[config.mk]
export PLATFORM = sky130hd
export DESIGN_NAME = dmem_arbiter_flat
export DESIGN_NICKNAME = d
export VERILOG_FILES = /design/src/rtl/dmem_arbiter_if.sv /design/src/rtl/dmem_arbiter.sv /design/src/flat_wrapper.sv
export SDC_FILE = /design/constraint.sdc
export NUM_CORES = 1
export LEC_CHECK = 0
export ABC_AREA = 0
export ABC_CLOCK_PERIOD_IN_PS = 3800
export CAP_MARGIN = 40
export CELL_PAD_IN_SITES_DETAIL_PLACEMENT = 0
export CELL_PAD_IN_SITES_GLOBAL_PLACEMENT = 1
export CORE_ASPECT_RATIO = 2
export CORE_MARGIN = 3
export CORE_UTILIZATION = 26
export DETAILED_ROUTE_END_ITERATION = 7
export HOLD_SLACK_MARGIN = 0.08
export PLACE_DENSITY = 0.95
export SLEW_MARGIN = 20
export SYNTH_ARGS = -nofsm -noshare
export SYNTH_HDL_FRONTEND = slang
export SYNTH_SLANG_ARGS = --single-unit
[constraint.sdc]
create_clock -name clk_i -period 3.8 [get_ports clk_i]
set_input_delay 0.76 -clock clk_i [delete_from_list [all_inputs] [get_ports clk_i]]
set_output_delay 0.76 -clock clk_i [all_outputs]
set_load 0.02 [all_outputs]
[src/rtl/dmem_arbiter_if.sv]
// Bus bundle between CPU MEM stage, external requester and data memory.
// slave: arbiter view; master: requester/memory-side (bench) view.
interface dmem_arbiter_if;
  logic        cpu_req;
  logic        cpu_we;
  logic [15:0] cpu_addr;
  logic [15:0] cpu_wdata;
  logic        cpu_gnt;
  logic        cpu_stall;
  logic        cpu_rvalid;
  logic [15:0] cpu_rdata;

  logic        ext_req;
  logic        ext_we;
  logic [15:0] ext_addr;
  logic [15:0] ext_wdata;
  logic        ext_gnt;
  logic        ext_rvalid;
  logic [15:0] ext_rdata;

  logic        mem_en;
  logic        mem_we;
  logic [15:0] mem_addr;
  logic [15:0] mem_wdata;
  logic [15:0] mem_rdata;

  modport slave (
    input  cpu_req, cpu_we, cpu_addr, cpu_wdata,
    output cpu_gnt, cpu_stall, cpu_rvalid, cpu_rdata,
    input  ext_req, ext_we, ext_addr, ext_wdata,
    output ext_gnt, ext_rvalid, ext_rdata,
    output mem_en, mem_we, mem_addr, mem_wdata,
    input  mem_rdata
  );

  modport master (
    output cpu_req, cpu_we, cpu_addr, cpu_wdata,
    input  cpu_gnt, cpu_stall, cpu_rvalid, cpu_rdata,
    output ext_req, ext_we, ext_addr, ext_wdata,
    input  ext_gnt, ext_rvalid, ext_rdata,
    input  mem_en, mem_we, mem_addr, mem_wdata,
    output mem_rdata
  );
endinterface

[src/rtl/dmem_arbiter.sv]
// Shares one 16-bit data memory between CPU and an external port.
// Ports: clk_i, rst_i (sync, active-high), bus (dmem_arbiter_if.slave).
module dmem_arbiter #(
  parameter int unsigned STARVE_LIMIT  = 3,
  parameter int unsigned EXT_MAX_BURST = 2
) (
  input  logic           clk_i,
  input  logic           rst_i,
  dmem_arbiter_if.slave  bus
);

  typedef enum logic {
    PRI_CPU = 1'b0,
    PRI_EXT = 1'b1
  } pri_e;

  localparam logic [3:0] SL = 4'(STARVE_LIMIT);
  localparam logic [3:0] MB = 4'(EXT_MAX_BURST);

  pri_e        state_q, state_d;
  logic [3:0]  wait_q, wait_d;
  logic [3:0]  burst_q, burst_d;
  logic        rd_valid_q, rd_valid_d;
  logic        rd_owner_q, rd_owner_d;
  logic [15:0] cpu_hold_q, cpu_hold_d;
  logic [15:0] ext_hold_q, ext_hold_d;

  logic        cpu_gnt;
  logic        ext_gnt;
  logic        cpu_rv;
  logic        ext_rv;
  logic        ext_starved;

  always_comb begin
    cpu_gnt = 1'b0;
    ext_gnt = 1'b0;
    if (!rst_i) begin
      if (bus.cpu_req && bus.ext_req) begin
        cpu_gnt = (state_q == PRI_CPU);
        ext_gnt = (state_q == PRI_EXT);
      end else begin
        cpu_gnt = bus.cpu_req;
        ext_gnt = bus.ext_req;
      end
    end
  end

  always_comb begin
    bus.mem_en    = 1'b0;
    bus.mem_we    = 1'b0;
    bus.mem_addr  = 16'h0;
    bus.mem_wdata = 16'h0;
    unique case (1'b1)
      cpu_gnt: begin
        bus.mem_en    = 1'b1;
        bus.mem_we    = bus.cpu_we;
        bus.mem_addr  = bus.cpu_addr;
        bus.mem_wdata = bus.cpu_wdata;
      end
      ext_gnt: begin
        bus.mem_en    = 1'b1;
        bus.mem_we    = bus.ext_we;
        bus.mem_addr  = bus.ext_addr;
        bus.mem_wdata = bus.ext_wdata;
      end
      default: ;
    endcase
  end

  assign ext_starved = bus.ext_req && !ext_gnt;

  always_comb begin
    wait_d  = 4'd0;
    state_d = state_q;
    burst_d = burst_q;
    if (ext_starved)
      wait_d = (wait_q >= SL) ? SL : wait_q + 4'd1;
    unique case (state_q)
      PRI_CPU: begin
        burst_d = 4'd0;
        if (ext_starved && wait_d == SL)
          state_d = PRI_EXT;
      end
      PRI_EXT: begin
        if (!bus.ext_req) begin
          state_d = PRI_CPU;
          burst_d = 4'd0;
        end else if (ext_gnt) begin
          if (burst_q + 4'd1 >= MB) begin
            state_d = PRI_CPU;
            burst_d = 4'd0;
          end else begin
            burst_d = burst_q + 4'd1;
          end
        end
      end
    endcase
  end

  // rvalid is masked during reset so a read issued just
  // before reset never reports data.
  assign cpu_rv = rd_valid_q && !rd_owner_q && !rst_i;
  assign ext_rv = rd_valid_q &&  rd_owner_q && !rst_i;

  always_comb begin
    rd_valid_d = (cpu_gnt && !bus.cpu_we) ||
                 (ext_gnt && !bus.ext_we);
    rd_owner_d = ext_gnt;
    cpu_hold_d = cpu_rv ? bus.mem_rdata : cpu_hold_q;
    ext_hold_d = ext_rv ? bus.mem_rdata : ext_hold_q;
  end

  always_ff @(posedge clk_i) begin
    if (rst_i) begin
      state_q    <= PRI_CPU;
      wait_q     <= 4'd0;
      burst_q    <= 4'd0;
      rd_valid_q <= 1'b0;
      rd_owner_q <= 1'b0;
      cpu_hold_q <= 16'h0;
      ext_hold_q <= 16'h0;
    end else begin
      state_q    <= state_d;
      wait_q     <= wait_d;
      burst_q    <= burst_d;
      rd_valid_q <= rd_valid_d;
      rd_owner_q <= rd_owner_d;
      cpu_hold_q <= cpu_hold_d;
      ext_hold_q <= ext_hold_d;
    end
  end

  assign bus.cpu_gnt    = cpu_gnt;
  assign bus.ext_gnt    = ext_gnt;
  assign bus.cpu_stall  = bus.cpu_req && !cpu_gnt && !rst_i;
  assign bus.cpu_rvalid = cpu_rv;
  assign bus.ext_rvalid = ext_rv;
  assign bus.cpu_rdata  = cpu_rv ? bus.mem_rdata : cpu_hold_q;
  assign bus.ext_rdata  = ext_rv ? bus.mem_rdata : ext_hold_q;

endmodule

[src/flat_wrapper.sv]
// flat-port wrapper written by rule: the top's interface ports become plain ports
module dmem_arbiter_flat 
#(
  parameter int unsigned STARVE_LIMIT  = 3,
  parameter int unsigned EXT_MAX_BURST = 2
)
  (clk_i, rst_i, bus_cpu_req, bus_cpu_we, bus_cpu_addr, bus_cpu_wdata, bus_cpu_gnt, bus_cpu_stall, bus_cpu_rvalid, bus_cpu_rdata, bus_ext_req, bus_ext_we, bus_ext_addr, bus_ext_wdata, bus_ext_gnt, bus_ext_rvalid, bus_ext_rdata, bus_mem_en, bus_mem_we, bus_mem_addr, bus_mem_wdata, bus_mem_rdata);
  dmem_arbiter_if bus_i ();
  input  logic clk_i;
  input  logic rst_i;
  input wire logic [$bits(bus_i.cpu_req)-1:0] bus_cpu_req;
  input wire logic [$bits(bus_i.cpu_we)-1:0] bus_cpu_we;
  input wire logic [$bits(bus_i.cpu_addr)-1:0] bus_cpu_addr;
  input wire logic [$bits(bus_i.cpu_wdata)-1:0] bus_cpu_wdata;
  output wire logic [$bits(bus_i.cpu_gnt)-1:0] bus_cpu_gnt;
  output wire logic [$bits(bus_i.cpu_stall)-1:0] bus_cpu_stall;
  output wire logic [$bits(bus_i.cpu_rvalid)-1:0] bus_cpu_rvalid;
  output wire logic [$bits(bus_i.cpu_rdata)-1:0] bus_cpu_rdata;
  input wire logic [$bits(bus_i.ext_req)-1:0] bus_ext_req;
  input wire logic [$bits(bus_i.ext_we)-1:0] bus_ext_we;
  input wire logic [$bits(bus_i.ext_addr)-1:0] bus_ext_addr;
  input wire logic [$bits(bus_i.ext_wdata)-1:0] bus_ext_wdata;
  output wire logic [$bits(bus_i.ext_gnt)-1:0] bus_ext_gnt;
  output wire logic [$bits(bus_i.ext_rvalid)-1:0] bus_ext_rvalid;
  output wire logic [$bits(bus_i.ext_rdata)-1:0] bus_ext_rdata;
  output wire logic [$bits(bus_i.mem_en)-1:0] bus_mem_en;
  output wire logic [$bits(bus_i.mem_we)-1:0] bus_mem_we;
  output wire logic [$bits(bus_i.mem_addr)-1:0] bus_mem_addr;
  output wire logic [$bits(bus_i.mem_wdata)-1:0] bus_mem_wdata;
  input wire logic [$bits(bus_i.mem_rdata)-1:0] bus_mem_rdata;
  assign bus_i.cpu_req = bus_cpu_req;
  assign bus_i.cpu_we = bus_cpu_we;
  assign bus_i.cpu_addr = bus_cpu_addr;
  assign bus_i.cpu_wdata = bus_cpu_wdata;
  assign bus_cpu_gnt = bus_i.cpu_gnt;
  assign bus_cpu_stall = bus_i.cpu_stall;
  assign bus_cpu_rvalid = bus_i.cpu_rvalid;
  assign bus_cpu_rdata = bus_i.cpu_rdata;
  assign bus_i.ext_req = bus_ext_req;
  assign bus_i.ext_we = bus_ext_we;
  assign bus_i.ext_addr = bus_ext_addr;
  assign bus_i.ext_wdata = bus_ext_wdata;
  assign bus_ext_gnt = bus_i.ext_gnt;
  assign bus_ext_rvalid = bus_i.ext_rvalid;
  assign bus_ext_rdata = bus_i.ext_rdata;
  assign bus_mem_en = bus_i.mem_en;
  assign bus_mem_we = bus_i.mem_we;
  assign bus_mem_addr = bus_i.mem_addr;
  assign bus_mem_wdata = bus_i.mem_wdata;
  assign bus_i.mem_rdata = bus_mem_rdata;
  dmem_arbiter #(.STARVE_LIMIT(STARVE_LIMIT), .EXT_MAX_BURST(EXT_MAX_BURST)) u_core (.clk_i(clk_i), .rst_i(rst_i), .bus(bus_i));
endmodule
==> impl_table.tex, run 1 <==
\begin{tabular}{lr}
\hline
Metric & Value \\
\hline
\multicolumn{2}{l}{\textbf{Status}} \\
Run status & complete, no violations \\
\multicolumn{2}{l}{\textbf{Power and ir drop}} \\
Total power divided by cell area & 304 nW/um\^{}2 \\
Switching portion of total power & 0.233 \\
Net Sw Power & 0.000281 W \\
Portion of total power attributed to the clock network & 0.364 \\
Flop pwr share & 0.388 \\
Cell internal power dissipation & 0.000925 W \\
Total power & 0.00121 W \\
Power share of the combinational group & 0.248 \\
Lkg Pwr & 1.66 nW \\
Max IR drop VDD & 174 uV \\
\multicolumn{2}{l}{\textbf{Yosys}} \\
Post-Synthesis Cells & 185 \\
Yosys warnings & 0 \\
Post-synthesis sequential element count & 43 \\
Post-Synthesis Mean Instance Area & 11.3 sq um \\
Distinct cell type count after synthesis & 29 \\
Post-Syn Area & 2100 sq um \\
Register area share after synthesis & 0.411 \\
\multicolumn{2}{l}{\textbf{Timing}} \\
Hold Worst Slack & 0.459 ns \\
Final Cycle Share & 0.930 \\
Setup violation total in the final timing report & 0 \\
RSZ-0062 raised after global routing & no \\
Final setup TNS & 0 ns \\
Clock Skews & 0.00458 ns \\
Shortest clock period the worst path allows after layout & 3.54 ns \\
Peak clock frequency supported by timing & 283 MHz \\
Final hold violation count & 0 \\
Final Slew Violations & 0 \\
\multicolumn{2}{l}{\textbf{Detailed routing}} \\
Remaining antenna violation count & 0 \\
Detailed-route via count & 2,005 \\
Wire length per cell & 14.0 microns \\
Router iterations before antenna repair & 2 \\
DRT Wirelength & 6.18 mm \\
Vias per std cell & 4.55 \\
DRC viols & 0 \\
Violation count after the first detailed-route iteration & 34 \\
\multicolumn{2}{l}{\textbf{Setup path}} \\
Number of cells traversed by the worst register-to-register path & 4 \\
Required arrival time at the worst endpoint & 3.04 ns \\
Source of the critical timing path & rst\_i \\
Worst flop-to-flop path startpoint & u\_core.burst\_q[0] \\
Critical R2R Capture & u\_core.burst\_q[0] \\
Cell occurring most often along the worst timing path & clkdlybuf4s50\_1 \\
Critical Path, Cell by Cell & clkdlybuf4s50\_1, buf\_4, a211oi\_4, buf\_12, a22o\_1, clkdlybuf4s50\_1 \\
Worst path max stage delay & 0.61 ns \\
Register-to-register path setup slack & 2.37 ns \\
Data arrival time of the worst path & 2.78 ns \\
Cell at the slowest stage of the critical path & clkdlybuf4s50\_1 \\
Element type at the critical path start & input port \\
Maximum net fanout on the critical path & 35 \\
Category of the worst setup path capture point & output pin \\
Kind of critical path & in -> out \\
Kind of cell adding the most delay to the critical path & buffers and inverters \\
Buf+Inv Stages, Crit Path & 4 \\
\multicolumn{2}{l}{\textbf{Cells and area}} \\
Antenna Cells & 0 \\
Core occupancy in the finished layout & 0.515 \\
Area grow syn2layout & 89.3\% \\
Share of final-layout standard cells stronger than drive strength 1 & 0.159 \\
Final net count & 435 \\
Number of cells in the finished layout apart from fillers & 441 \\
\multicolumn{2}{l}{\textbf{Global route}} \\
First-pass GRT wire length & 9.59 mm \\
GRT overflow & 0 \\
Vias in the first global route & 2,102 \\
Tot GR Track Use & 0.132 \\
Maximum number of pins on one net before global-route repair & 36 \\
Number of antenna violations at the first check in global routing & 0 \\
\multicolumn{2}{l}{\textbf{CTS}} \\
Post-CTS setup-driven buffer insertion count & 0 \\
Number of buffers created by CTS & 5 \\
Number of sinks driven by the clock tree & 43 \\
Cell at the root of the clock tree & clkbuf\_16 \\
Clock network latency to the later pin of the worst-skew pair & 0.28 ns \\
Number of buffers inserted by hold repair at cts & 0 \\
Clock transition time at the flip-flop clock pins of the worst setup and hold paths & 0.06 ns \\
Number of H-tree levels & 2 \\
Cells resized by post-CTS repair & 0 \\
Max Root-Sink Buffers & 2 \\
TritonCTS clock tree & yes \\
\multicolumn{2}{l}{\textbf{Floorplan}} \\
Placeable core region & 7710 sq um \\
Height of the die & 133 microns \\
DIE WIDTH & 69.5 microns \\
Die Footprint & 9240 sq um \\
Count of pins on the block boundary & 157 \\
Std-Cell Rows & 45 \\
Starting density of the core & 0.272 \\
\multicolumn{2}{l}{\textbf{Placed design}} \\
HPWL reported at the end of detailed placement & 5.11 mm \\
Global placement routability congestion & 0.739 \\
Number of instances in the placed design & 433 \\
PortBufs & 156 \\
\multicolumn{2}{l}{\textbf{Worst hold path}} \\
HP Class & reg -> reg \\
Number of cells on the worst hold path & 1 \\
Min-Delay Startpoint & u\_core.burst\_q[3] \\
Destination of the worst hold path & u\_core.burst\_q[0] \\
\multicolumn{2}{l}{\textbf{Flow run}} \\
Maximum capacitance violations & 0 \\
\hline
\end{tabular}
[power by group through the flow]
stage	clock (W)	combinational [W]	sequential, W
finish	0.000439	0.000300	0.000468
global route	0.000476	0.000318	0.000469
global placement	0	0.000301	0.000477
CTS	0.000456	0.000304	0.000468
detailed placement	0	0.000302	0.000478
floorplan	0	0.000124	0.000476
[worst max path at each step]
| stage | end | cells after the start | slack [ns] |
|---|---|---|---|
| final | bus_mem_wdata[13] | 6 | 0.26 |
| after global routing | bus_mem_addr[1] | 6 | 0.18 |
| after detailed placement | bus_mem_wdata[13] | 6 | 0.25 |
| after floorplan | bus_mem_addr[14] | 5 | 1.19 |
| after global placement | bus_cpu_rdata[1] | 5 | 0.31 |
| after CTS | bus_mem_wdata[13] | 6 | 0.25 |
[Yosys cell counts]
| library cell | count | area share |
|---|---|---|
| a2111oi_2 | 1 | 0.0072 |
| o2bb2ai_1 | 1 | 0.0042 |
| buf_12 | 1 | 0.0095 |
| buf_6 | 2 | 0.011 |
| dfxtp_1 | 43 | 0.41 |
| ha_1 | 3 | 0.018 |
| nor2b_1 | 15 | 0.045 |
| conb_1 | 1 | 0.0018 |
| and2b_2 | 4 | 0.017 |
| nand2_1 | 2 | 0.0036 |
| a211oi_2 | 1 | 0.0060 |
| clkbuf_1 | 3 | 0.0054 |
| a21o_1 | 1 | 0.0036 |
| nand2b_4 | 1 | 0.0066 |
| inv_1 | 5 | 0.0090 |
| mux2_4 | 9 | 0.064 |
| xnor2_1 | 1 | 0.0042 |
| mux2_2 | 23 | 0.12 |
| or4_1 | 1 | 0.0036 |
| nand3_1 | 1 | 0.0024 |
| buf_2 | 6 | 0.014 |
| a22o_1 | 33 | 0.14 |
| and2b_1 | 15 | 0.054 |
| nor2_1 | 4 | 0.0072 |
| nor3_1 | 3 | 0.0072 |
| nand3b_2 | 1 | 0.0054 |
| xor2_1 | 1 | 0.0042 |
| and3_1 | 2 | 0.0060 |
| nor3b_4 | 1 | 0.0090 |
[metrics by stage]
stage | setup WS [ns] | cell area [sq um]
3_3_place_gp | 0.314 | 3810
6_report | 0.264 | 3970
2_1_floorplan | 1.19 | 2110
4_1_cts | 0.245 | 3970
3_5_place_dp | 0.255 | 3810
5_1_grt | 0.185 | 3970
[state kept, by name, summed over array words and instances (netlist names)]
name	count
u_core.wait_q	4
u_core.cpu_hold_q	16
u_core.rd_valid_q	1
u_core.burst_q	4
u_core.ext_hold_q	16
u_core.state_q	1
u_core.rd_owner_q	1
[worst register-to-register path, cell delays in order, from the launching register on]
cell and delay, ns:
dfxtp_1 0.34, ha_1 0.22, xor2_1 0.14, or4_1 0.50, nor3_1 0.15
[layout make-up]
cell class | count | area, sq um
clock buffer | 8 | 156
fill | 712 | 3740
inverter | 5 | 18.8
multi-input combinational | 129 | 1160
sequential | 43 | 861
tap | 94 | 118
timing repair buffer | 162 | 1660
[layer usage]
| layer | vias up | GRT usage | share of wire |
|---|---|---|---|
| li1 | 974 | - | - |
| met1 | 899 | 0.112 | 0.32 |
| met2 | 122 | 0.256 | 0.55 |
| met3 | 10 | 0.0494 | 0.098 |
| met4 | 0 | 0.0663 | 0.029 |
| met5 | - | 0 | 0 |
[cells in the final DEF (no fill, tap or decap), types with 4 or more instances in the layout]
cell,instances
mux2_2,23
clkdlybuf4s50_1,156
clkbuf_16,5
dfxtp_1,43
mux2_4,9
conb_1,5
and2b_1,15
nor2b_1,15
inv_1,5
and2b_2,4
buf_12,4
a22o_1,33
[kinds of logic (layout without fill, tap and decap cells)]
| kind of cell | count (synthesis) | count (layout) | synth area share |
|---|---|---|---|
| flip-flops | 43 | 43 | 0.411 |
| other | 1 | 5 | 0.00179 |
| multiplexers | 32 | 32 | 0.188 |
| XOR/XNOR | 2 | 2 | 0.00835 |
| AO/OA/AOI/OAI | 37 | 37 | 0.159 |
| buffers and inverters | 17 | 175 | 0.0489 |
| AND/OR/NAND/NOR | 50 | 50 | 0.166 |
| adder cells (fa/ha/maj) | 3 | 3 | 0.0179 |
Power figures use the tool's default switching activity.
==> run 2: changes to the inputs <==
- ABC_CLOCK_PERIOD_IN_PS: 3800 -> 3900
- CORE_UTILIZATION: 26 -> 24
- PLACE_DENSITY: 0.95 -> 0.91
- TNS_END_PERCENT: not set -> 10
- clock period: 3.8 -> 3.9 ns (I/O delays scaled with it)
==> run 2 against run 1 <==
  * Design area down 1.2%
  * Register-to-register slack gained 0.09 ns
  * Routed wire length rose by 7.8%
  * Largest cell class unchanged
==> impl_table.tex, run 2 (same netlist as run 1, synthesis figures left out) <==
\begin{tabular}{lr}
\hline
Metric & Value \\
\hline
\multicolumn{2}{l}{\textbf{Status}} \\
Run status & complete, no violations \\
\multicolumn{2}{l}{\textbf{Detailed routing}} \\
Remaining antenna violation count & 0 \\
DRC viols & 0 \\
Violation count after the first detailed-route iteration & 12 \\
Wire length per cell & 14.9 microns \\
Router iterations before antenna repair & 3 \\
Vias per std cell & 4.64 \\
Detailed-route via count & 2,069 \\
DRT Wirelength & 6.67 mm \\
\multicolumn{2}{l}{\textbf{Power and ir drop}} \\
Total power divided by cell area & 291 nW/um\^{}2 \\
Total power & 0.00114 W \\
Lkg Pwr & 1.64 nW \\
Max IR drop VDD & 156 uV \\
\multicolumn{2}{l}{\textbf{Timing}} \\
Setup violation total in the final timing report & 0 \\
Final Cycle Share & 0.931 \\
Final Slew Violations & 0 \\
Peak clock frequency supported by timing & 276 MHz \\
Shortest clock period the worst path allows after layout & 3.63 ns \\
Clock Skews & 0.00483 ns \\
RSZ-0062 raised after global routing & no \\
Final hold violation count & 0 \\
Final setup TNS & 0 ns \\
Hold Worst Slack & 0.442 ns \\
\multicolumn{2}{l}{\textbf{CTS}} \\
TritonCTS clock tree & yes \\
Post-CTS setup-driven buffer insertion count & 0 \\
Number of buffers created by CTS & 5 \\
Number of sinks driven by the clock tree & 43 \\
Clock network latency to the later pin of the worst-skew pair & 0.28 ns \\
Number of H-tree levels & 2 \\
Cell at the root of the clock tree & clkbuf\_16 \\
Max Root-Sink Buffers & 2 \\
Clock transition time at the flip-flop clock pins of the worst setup and hold paths & 0.06 ns \\
Number of buffers inserted by hold repair at cts & 0 \\
Cells resized by post-CTS repair & 0 \\
\multicolumn{2}{l}{\textbf{Cells and area}} \\
Final net count & 436 \\
Share of final-layout standard cells stronger than drive strength 1 & 0.161 \\
Area grow syn2layout & 87.1\% \\
Commonest non-fill, non-tap cells in the layout & clkdlybuf4s50\_1, dfxtp\_1, a22o\_1 \\
Most frequent standard cell in the layout excluding fill and tap cells & clkdlybuf4s50\_1 \\
Post-layout instance area & 3920 sq um \\
Number of filler cells placed in the layout & 802 \\
Antenna Cells & 0 \\
Core occupancy in the finished layout & 0.466 \\
Biggest regs & u\_core.cpu\_hold\_q x16, u\_core.ext\_hold\_q x16 \\
\multicolumn{2}{l}{\textbf{Placed design}} \\
HPWL reported at the end of detailed placement & 5.58 mm \\
PortBufs & 156 \\
Instance area at placement & 3780 sq um \\
Global placement routability congestion & 0.719 \\
\multicolumn{2}{l}{\textbf{Setup path}} \\
Maximum net fanout on the critical path & 17 \\
Kind of critical path & in -> out \\
Register-to-register path setup slack & 2.46 ns \\
Category of the worst setup path capture point & output pin \\
Number of cells traversed by the worst register-to-register path & 4 \\
Required arrival time at the worst endpoint & 3.12 ns \\
Data arrival time of the worst path & 2.85 ns \\
Element type at the critical path start & input port \\
\multicolumn{2}{l}{\textbf{Floorplan}} \\
Std-Cell Rows & 47 \\
Count of pins on the block boundary & 157 \\
Starting density of the core & 0.249 \\
DIE WIDTH & 72.1 microns \\
Placeable core region & 8410 sq um \\
Die Footprint & 9960 sq um \\
Height of the die & 138 microns \\
\multicolumn{2}{l}{\textbf{Global route}} \\
Vias in the first global route & 2,210 \\
Number of antenna violations at the first check in global routing & 0 \\
Tot GR Track Use & 0.136 \\
First-pass GRT wire length & 10.5 mm \\
GRT overflow & 0 \\
Maximum number of pins on one net before global-route repair & 33 \\
\multicolumn{2}{l}{\textbf{Flow run}} \\
Maximum capacitance violations & 0 \\
\multicolumn{2}{l}{\textbf{Worst hold path}} \\
Number of cells on the worst hold path & 1 \\
HP Class & reg -> reg \\
\hline
\end{tabular}
run 2: cell type report:
class	instances	area, sq um	area share
timing repair buffer	163	1620	0.414
multi-input combinational	129	1160	0.295
sequential	43	861	0.219
clock buffer	7	133	0.0338
tap	98	123	0.0313
inverter	5	18.8	0.00478
clock inverter	1	5.00	0.00128
run 2: final timing paths:
check                    startpoint                     to
setup / recovery              rst_i       bus_ext_rdata[0]
hold / removal    u_core.burst_q[3]      u_core.burst_q[0]
setup reg to reg  u_core.rd_valid_q  u_core.cpu_hold_q[15]
hold reg to reg   u_core.burst_q[3]      u_core.burst_q[0]
run 2: report_power, final:
part,internal (W),leakage (nW),switching (W)
clock,0.000236,0.0679,0.000157
sequential,0.000451,0.350,0.00000513
combinational,0.000176,1.22,0.000116
run 2: critical path, stage by stage:
cell	delay, ns
clkdlybuf4s50_1	0.68
nand3b_2	0.19
buf_4	0.26
mux2_2	0.38
clkdlybuf4s50_1	0.55
run 2: per-stage QoR:
step	std cells	setup slack [ns]
floorplan	189	1.25
global placement	438	0.297
detailed placement	438	0.251
CTS	446	0.237
global route	446	0.177
finish	446	0.270
run 2: routing by layer:
metal | wire (microns) | share of wire | track usage | vias up
met5 | 0 | 0 | 0 | -
met1 | 2240 | 0.34 | 0.124 | 929
met2 | 3450 | 0.52 | 0.250 | 150
met3 | 803 | 0.12 | 0.0574 | 11
li1 | - | - | - | 979
met4 | 166 | 0.025 | 0.0595 | 0
